**src/rtl/isp_mem_pkg.sv**
```systemverilog
// Shared definitions for the line-RAM read path: FSM encoding, default widths and RAM read latency.
// READ_LATENCY follows SDPB_LINE_READER_OCE_PIPE_EN (pipeline read mode when defined).
package isp_mem_pkg;

  typedef enum logic [1:0] {
    ST_IDLE  = 2'd0,
    ST_ISSUE = 2'd1,
    ST_DRAIN = 2'd2,
    ST_FIN   = 2'd3
  } state_e;

  localparam int DEF_AW = 12;
  localparam int DEF_DW = 16;

`ifdef SDPB_LINE_READER_OCE_PIPE_EN
  localparam int READ_LATENCY = 2;
`else
  localparam int READ_LATENCY = 1;
`endif

endpackage

```
**src/rtl/sdpb_line_reader_fifo.sv**
```systemverilog
// Synchronous output buffer for the line reader; power-of-2 depth, count/full/empty status.
// A push into a full buffer is accepted only when a pop frees a slot in the same cycle.
module sdpb_line_reader_fifo #(
  parameter  int W     = 17,
  parameter  int DEPTH = 4,
  localparam int PW    = $clog2(DEPTH),
  localparam int CW    = PW + 1
) (
  input  logic          clk,
  input  logic          rst_n,
  input  logic          push,
  input  logic [W-1:0]  wdata,
  input  logic          pop,
  output logic [W-1:0]  rdata,
  output logic [CW-1:0] count,
  output logic          full,
  output logic          empty
);

  localparam logic [CW-1:0] DEPTH_C = DEPTH[CW-1:0];

  logic [W-1:0]  mem_q [DEPTH];
  logic [PW-1:0] wr_ptr_q, wr_ptr_d;
  logic [PW-1:0] rd_ptr_q, rd_ptr_d;
  logic [CW-1:0] count_q, count_d;
  logic          wr_en, rd_en;

  assign empty = (count_q == '0);
  assign full  = (count_q == DEPTH_C);
  assign count = count_q;
  assign rdata = mem_q[rd_ptr_q];

  assign rd_en = pop && !empty;
  assign wr_en = push && (!full || rd_en);

  always_comb begin
    wr_ptr_d = wr_en ? wr_ptr_q + PW'(1) : wr_ptr_q;
    rd_ptr_d = rd_en ? rd_ptr_q + PW'(1) : rd_ptr_q;
    count_d  = count_q;
    unique case ({wr_en, rd_en})
      2'b10:   count_d = count_q + CW'(1);
      2'b01:   count_d = count_q - CW'(1);
      default: count_d = count_q;
    endcase
  end

  always_ff @(posedge clk or negedge rst_n) begin
    if (!rst_n) begin
      wr_ptr_q <= '0;
      rd_ptr_q <= '0;
      count_q  <= '0;
    end else begin
      wr_ptr_q <= wr_ptr_d;
      rd_ptr_q <= rd_ptr_d;
      count_q  <= count_d;
    end
  end

  // Storage carries data only, so it is left out of reset.
  always_ff @(posedge clk) begin
    if (wr_en) mem_q[wr_ptr_q] <= wdata;
  end

endmodule

```
**src/rtl/sdpb_line_reader.sv**
```systemverilog
// Read-side controller for the simple-dual-port line RAM: issues port-B reads and streams words out.
// Define SDPB_LINE_READER_OCE_PIPE_EN for a RAM in pipeline read mode (latency 2, ram_oce driven).
module sdpb_line_reader
  import isp_mem_pkg::*;
#(
  parameter int AW         = DEF_AW,
  parameter int DW         = DEF_DW,
  parameter int FIFO_DEPTH = 4
) (
  input  logic          clk,
  input  logic          rst_n,
  input  logic          cmd_valid,
  output logic          cmd_ready,
  input  logic [AW-1:0] cmd_addr,
  input  logic [AW:0]   cmd_len,
  output logic [AW-1:0] ram_adb,
  output logic          ram_ceb,
  output logic          ram_oce,
  input  logic [DW-1:0] ram_dout,
  output logic          m_valid,
  input  logic          m_ready,
  output logic [DW-1:0] m_data,
  output logic          m_last,
  output logic          busy,
  output logic          done
);

  localparam int RL = READ_LATENCY;
  localparam int CW = $clog2(FIFO_DEPTH) + 1;
  localparam logic [CW:0] DEPTH_C = FIFO_DEPTH[CW:0];

  state_e        state_q, state_d;
  logic [AW-1:0] addr_q, addr_d;
  logic [AW:0]   rem_q, rem_d;
  logic [RL-1:0] rd_vld_q, rd_vld_d;
  logic [RL-1:0] rd_last_q, rd_last_d;

  logic [CW-1:0] fifo_count;
  logic          fifo_full, fifo_empty;
  logic [DW:0]   fifo_rdata;
  logic [CW-1:0] inflight;
  logic [CW:0]   credit_used;
  logic          issue, last_issue, pop;

  always_comb begin
    inflight = '0;
    for (int i = 0; i < RL; i++) begin
      inflight = inflight + {{(CW-1){1'b0}}, rd_vld_q[i]};
    end
  end

  // Every read in flight owns a reserved buffer slot, so returning data never overflows.
  assign credit_used = {1'b0, fifo_count} + {1'b0, inflight};
  assign issue       = (state_q == ST_ISSUE) && (rem_q != '0) && !fifo_full &&
                       (credit_used < DEPTH_C);
  assign last_issue  = (rem_q == {{AW{1'b0}}, 1'b1});
  assign pop         = m_valid && m_ready;

  always_comb begin
    state_d      = state_q;
    addr_d       = addr_q;
    rem_d        = rem_q;
    rd_vld_d     = '0;
    rd_last_d    = '0;
    rd_vld_d[0]  = issue;
    rd_last_d[0] = issue && last_issue;
    for (int i = 1; i < RL; i++) begin
      rd_vld_d[i]  = rd_vld_q[i-1];
      rd_last_d[i] = rd_last_q[i-1];
    end
    unique case (state_q)
      ST_IDLE: begin
        if (cmd_valid) begin
          addr_d  = cmd_addr;
          rem_d   = cmd_len;
          state_d = (cmd_len == '0) ? ST_FIN : ST_ISSUE;
        end
      end
      ST_ISSUE: begin
        if (issue) begin
          addr_d = addr_q + AW'(1);
          rem_d  = rem_q - (AW+1)'(1);
          if (last_issue) state_d = ST_DRAIN;
        end
      end
      ST_DRAIN: begin
        // Finishing on the final handshake itself puts done right after the last word.
        if ((pop && m_last) || (inflight == '0 && fifo_empty)) state_d = ST_FIN;
      end
      ST_FIN:  state_d = ST_IDLE;
      default: state_d = ST_IDLE;
    endcase
  end

  always_ff @(posedge clk or negedge rst_n) begin
    if (!rst_n) begin
      state_q   <= ST_IDLE;
      addr_q    <= '0;
      rem_q     <= '0;
      rd_vld_q  <= '0;
      rd_last_q <= '0;
    end else begin
      state_q   <= state_d;
      addr_q    <= addr_d;
      rem_q     <= rem_d;
      rd_vld_q  <= rd_vld_d;
      rd_last_q <= rd_last_d;
    end
  end

  sdpb_line_reader_fifo #(
    .W     (DW + 1),
    .DEPTH (FIFO_DEPTH)
  ) u_fifo (
    .clk   (clk),
    .rst_n (rst_n),
    .push  (rd_vld_q[RL-1]),
    .wdata ({rd_last_q[RL-1], ram_dout}),
    .pop   (pop),
    .rdata (fifo_rdata),
    .count (fifo_count),
    .full  (fifo_full),
    .empty (fifo_empty)
  );

  assign cmd_ready = (state_q == ST_IDLE);
  assign busy      = (state_q != ST_IDLE);
  assign done      = (state_q == ST_FIN);
  assign ram_adb   = addr_q;
  assign ram_ceb   = issue;
`ifdef SDPB_LINE_READER_OCE_PIPE_EN
  assign ram_oce   = rd_vld_q[0];
`else
  assign ram_oce   = 1'b1;
`endif
  assign m_valid   = !fifo_empty;
  assign m_data    = fifo_empty ? '0 : fifo_rdata[DW-1:0];
  assign m_last    = !fifo_empty && fifo_rdata[DW];

endmodule

```
**config.mk**
```make
export PLATFORM = sky130hd
export DESIGN_NAME = sdpb_line_reader
export DESIGN_NICKNAME = d
export VERILOG_FILES = /design/src/rtl/isp_mem_pkg.sv /design/src/rtl/sdpb_line_reader_fifo.sv /design/src/rtl/sdpb_line_reader.sv
export SDC_FILE = /design/constraint.sdc
export NUM_CORES = 1
export LEC_CHECK = 0
export CORE_MARGIN = 5
export CORE_UTILIZATION = 49
export DETAILED_ROUTE_END_ITERATION = 10
export GPL_TIMING_DRIVEN = 1
export PLACE_DENSITY = 0.77
export SYNTH_ARGS = -nofsm -noshare
export SYNTH_HDL_FRONTEND = slang
export SYNTH_HIERARCHICAL = 1
export SYNTH_SLANG_ARGS = --single-unit
```
**constraint.sdc**
```tcl
create_clock -name clk -period 2.3 [get_ports clk]
set_clock_uncertainty 0.05 [all_clocks]
set_input_delay 0.575 -clock clk [delete_from_list [all_inputs] [get_ports clk]]
set_output_delay 0.575 -clock clk [all_outputs]
set_load 0.01 [all_outputs]
```
==> metrics.txt <==
post-synth top area share=40.6%; Slew HR=64.4%; # Max-Cap Violations=0; sequential share of power=30.8%; Num CTS Buffers=9; initial antenna violation count=0; dpl cells=638; Leak Pwr=2.66 nW; r2r endpoint=u_fifo/count[1]; mux cell area share after synthesis=8.51%; IO Pins=80; Die Y=111 µm; post-synthesis compound-gate area fraction=10.6%; WP data arrival=1.79 ns; Net Switching=0.00349 W; port buffer count=78; starting density of the core=49.4%; Int Pwr=0.00573 W; area added between synthesis and finish=38.0%; Post-Syn Instances=395; status=finished with violations; Final Non-Filler Cells=681; wirelength, routed=12.3 mm; Worst-Margin Slew=0.529 ns; DRC viols=0; Seq/Total Area, Yosys=58.5%; RSZ-0062 raised after global routing=true; Comb pwr share=58.0%; fill count=695; CTS Hold Bufs=0; multi-input gate area in the final layout=2110 µm²; first-pass GRT wire length=20.0 mm; commonest non-fill, non-tap cell in the layout=edfxtp_1; clock sinks=104; TritonCTS clock tree=yes; core area=10200 µm²; Post-synth top flop=edfxtp_1; syn avg cell area=12.7 µm²; reg-to-reg setup timing slack=-0.03 ns; Antenna Violating Nets Remaining=0; htree depth=3; Die W=111 µm; final hold violations=0; Register Area=2950 µm²; fin crit share=105%; CTS Root Cell=clkbuf_8; setup ws final=-0.114 ns; WL/cell=18.1 µm; XOR/XNOR Fraction of Synth Area=0.871%; CTS Buffer Depth=2; top cell type by total area after synthesis=edfxtp_1; routed vias=3842; failing checks=setup timing; Seq cells post-synth=104; maximum fanout along the worst path=6; Max IR drop VDD=0.000883 V; global-route usage over all layers=20.1%; number of distinct library cells after synthesis=55; RR Startpoint=u_fifo/count[0]; layout cell share with drive strength beyond 1=32.8%; n_diodes=0; Critical Path Source Type=register; Post-Synthesis Cell Area=5030 µm²; Hold Path Class=input pin to asynchronous set/reset pin; setup violators final=17; Final Max Tran Viols=0; clk slew on worst S/H paths=0.10 ns; Worst EP required=1.67 ns; top post-synthesis cells by area=edfxtp_1, dfrtp_1, mux4_2; DR top layer=met4; Final #Nets=599; Die ar.=12400 µm²; power share of the clock group=11.3%; main combinational cell family by area after synthesis=simple AND/OR/NAND/NOR gates; Clk Latency, worst-skew pair=0.37 ns; crit path capture type=output pin; Ys Warns=6; First-pass DRT Iterations=4; hold_ws=0.186 ns; 1st-iter DRT viols=230; met1 WL=5.14 mm; Final min period=2.41 ns; async set or reset register ratio after synthesis=34.6%; kind of critical path=register to output pin; GPL Wtd Cong=0.892; largest net degree at the start of global routing=37; GRT overflow=0; pwr dens=1330 nW/µm²; sw frac=37.8%; vias in the first global route=3927; most frequent cells in the layout=edfxtp_1, buf_4, clkdlybuf4s50_1, dfrtp_1, nand2_1; met2 wire length=6.39 mm; adder-cell share of the synthesized area=3.38%; Met3 Wirelength=602 µm; syn_nets=453; vias per std cell=5.64; Worst R2R Path Depth=10; Synth Area in Simple Gates=14.6%; Peak Freq=414 MHz; DP HPWL=8.05 mm; Rows=37; Post-synth EDFFs=68
-- critical path, cell delays in order (launching register included) --
cell and delay (ns):
dfrtp_2 0.42, buf_6 0.12, buf_12 0.12, mux4_2 0.51
nor2b_4 0.14, buf_6 0.11
-- how the worst max path moves through the flow --
stage / start / cells past startpoint / end / slack, ns
after floorplan: u_fifo/count[0] / 9 / u_fifo/count[1] / 0.08
after global placement: m_ready / 8 / u_fifo/count[1] / -0.26
after detailed placement: m_ready / 8 / u_fifo/count[1] / -0.35
after CTS: u_fifo/rd_ptr_q[0] / 5 / m_data[13] / -0.11
after global routing: u_fifo/rd_ptr_q[0] / 5 / m_data[3] / -0.19
final: u_fifo/rd_ptr_q[0] / 5 / m_data[3] / -0.11
-- timing repair --
action | 4_1_cts | 5_1_grt
gates cloned | 1 | 0
endpoints found under the hold margin | 0 | 0
gates resized for setup | 106 | 41
buffers inserted | 12 | 16
setup endpoints to repair | 23 | 32
pin swaps | 5 | 12
-- power by group through the flow --
stage / combinational (W) / sequential, W / clock, W
after floorplan: 0.00251 / 0.00284 / 0
after global placement: 0.00438 / 0.00281 / 0
after detailed placement: 0.00450 / 0.00284 / 0
after CTS: 0.00477 / 0.00282 / 0.00105
after global routing: 0.00576 / 0.00290 / 0.00114
final: 0.00535 / 0.00284 / 0.00104
-- registers in the layout, summed over array words and instances (netlist names) --
register,count
rd_vld_q,1
u_fifo/wr_ptr_q,2
rem_q,13
ram_adb,12
rd_last_q,1
u_fifo/count,3
state_q,2
u_fifo/mem_q,68
u_fifo/rd_ptr_q,2
-- Yosys cell counts, types with 3 or more instances --
cell,count
a21oi_1,25
o32ai_1,6
mux4_2,17
nor3_1,11
edfxtp_1,68
a221oi_1,3
a211oi_1,5
nor2_1,26
and2_2,4
nand2_1,28
o22ai_1,4
inv_1,16
buf_6,4
ha_1,12
nor4_1,9
clkbuf_1,9
dfrtp_1,36
mux2i_1,3
nor2b_1,22
nand3_1,11
o211ai_1,5
o21ai_0,16
nand2b_1,7
xnor2_1,3
and3_1,4
buf_2,4
-- kinds of logic (layout without fill, tap and decap cells) --
group           Yosys count  in the layout
simple gates            138            138
flops                   104            104
compound gates           78             78
buf+inv                  35            185
mux                      21             21
fa+ha+maj                13             13
xor+xnor                  5              5
other cells               1              1
-- per-stage QoR --
step                      setup slack [ns]  utilization (%)  power [W]  cell area (µm²)  TNS [ns]
final                               -0.114             68.1    0.00922             6940     -1.05
after global routing                -0.191             68.1    0.00980             6940     -2.45
after CTS                           -0.110             65.6    0.00864             6680     -1.33
after detailed placement            -0.351             62.2    0.00734             6340     -1.04
after global placement              -0.258             62.2    0.00719             6340    -0.809
after floorplan                     0.0793                -    0.00535             5030         0
-- layout make-up --
type	instances	area share, %
clock buffers	9	1.79
clock inverters	6	0.668
inverters	16	0.956
multi-input cells	256	30.4
flip-flops and latches	104	42.5
well taps	136	2.45
repair buffers	154	21.3
-- layer usage --
metal	up-vias	global-route usage, %
met3	21	3.66
li1	1773	-
met1	1926	25.8
met5	-	0
met4	0	5.19
met2	122	35.2
(Power assumes the default switching activity.)
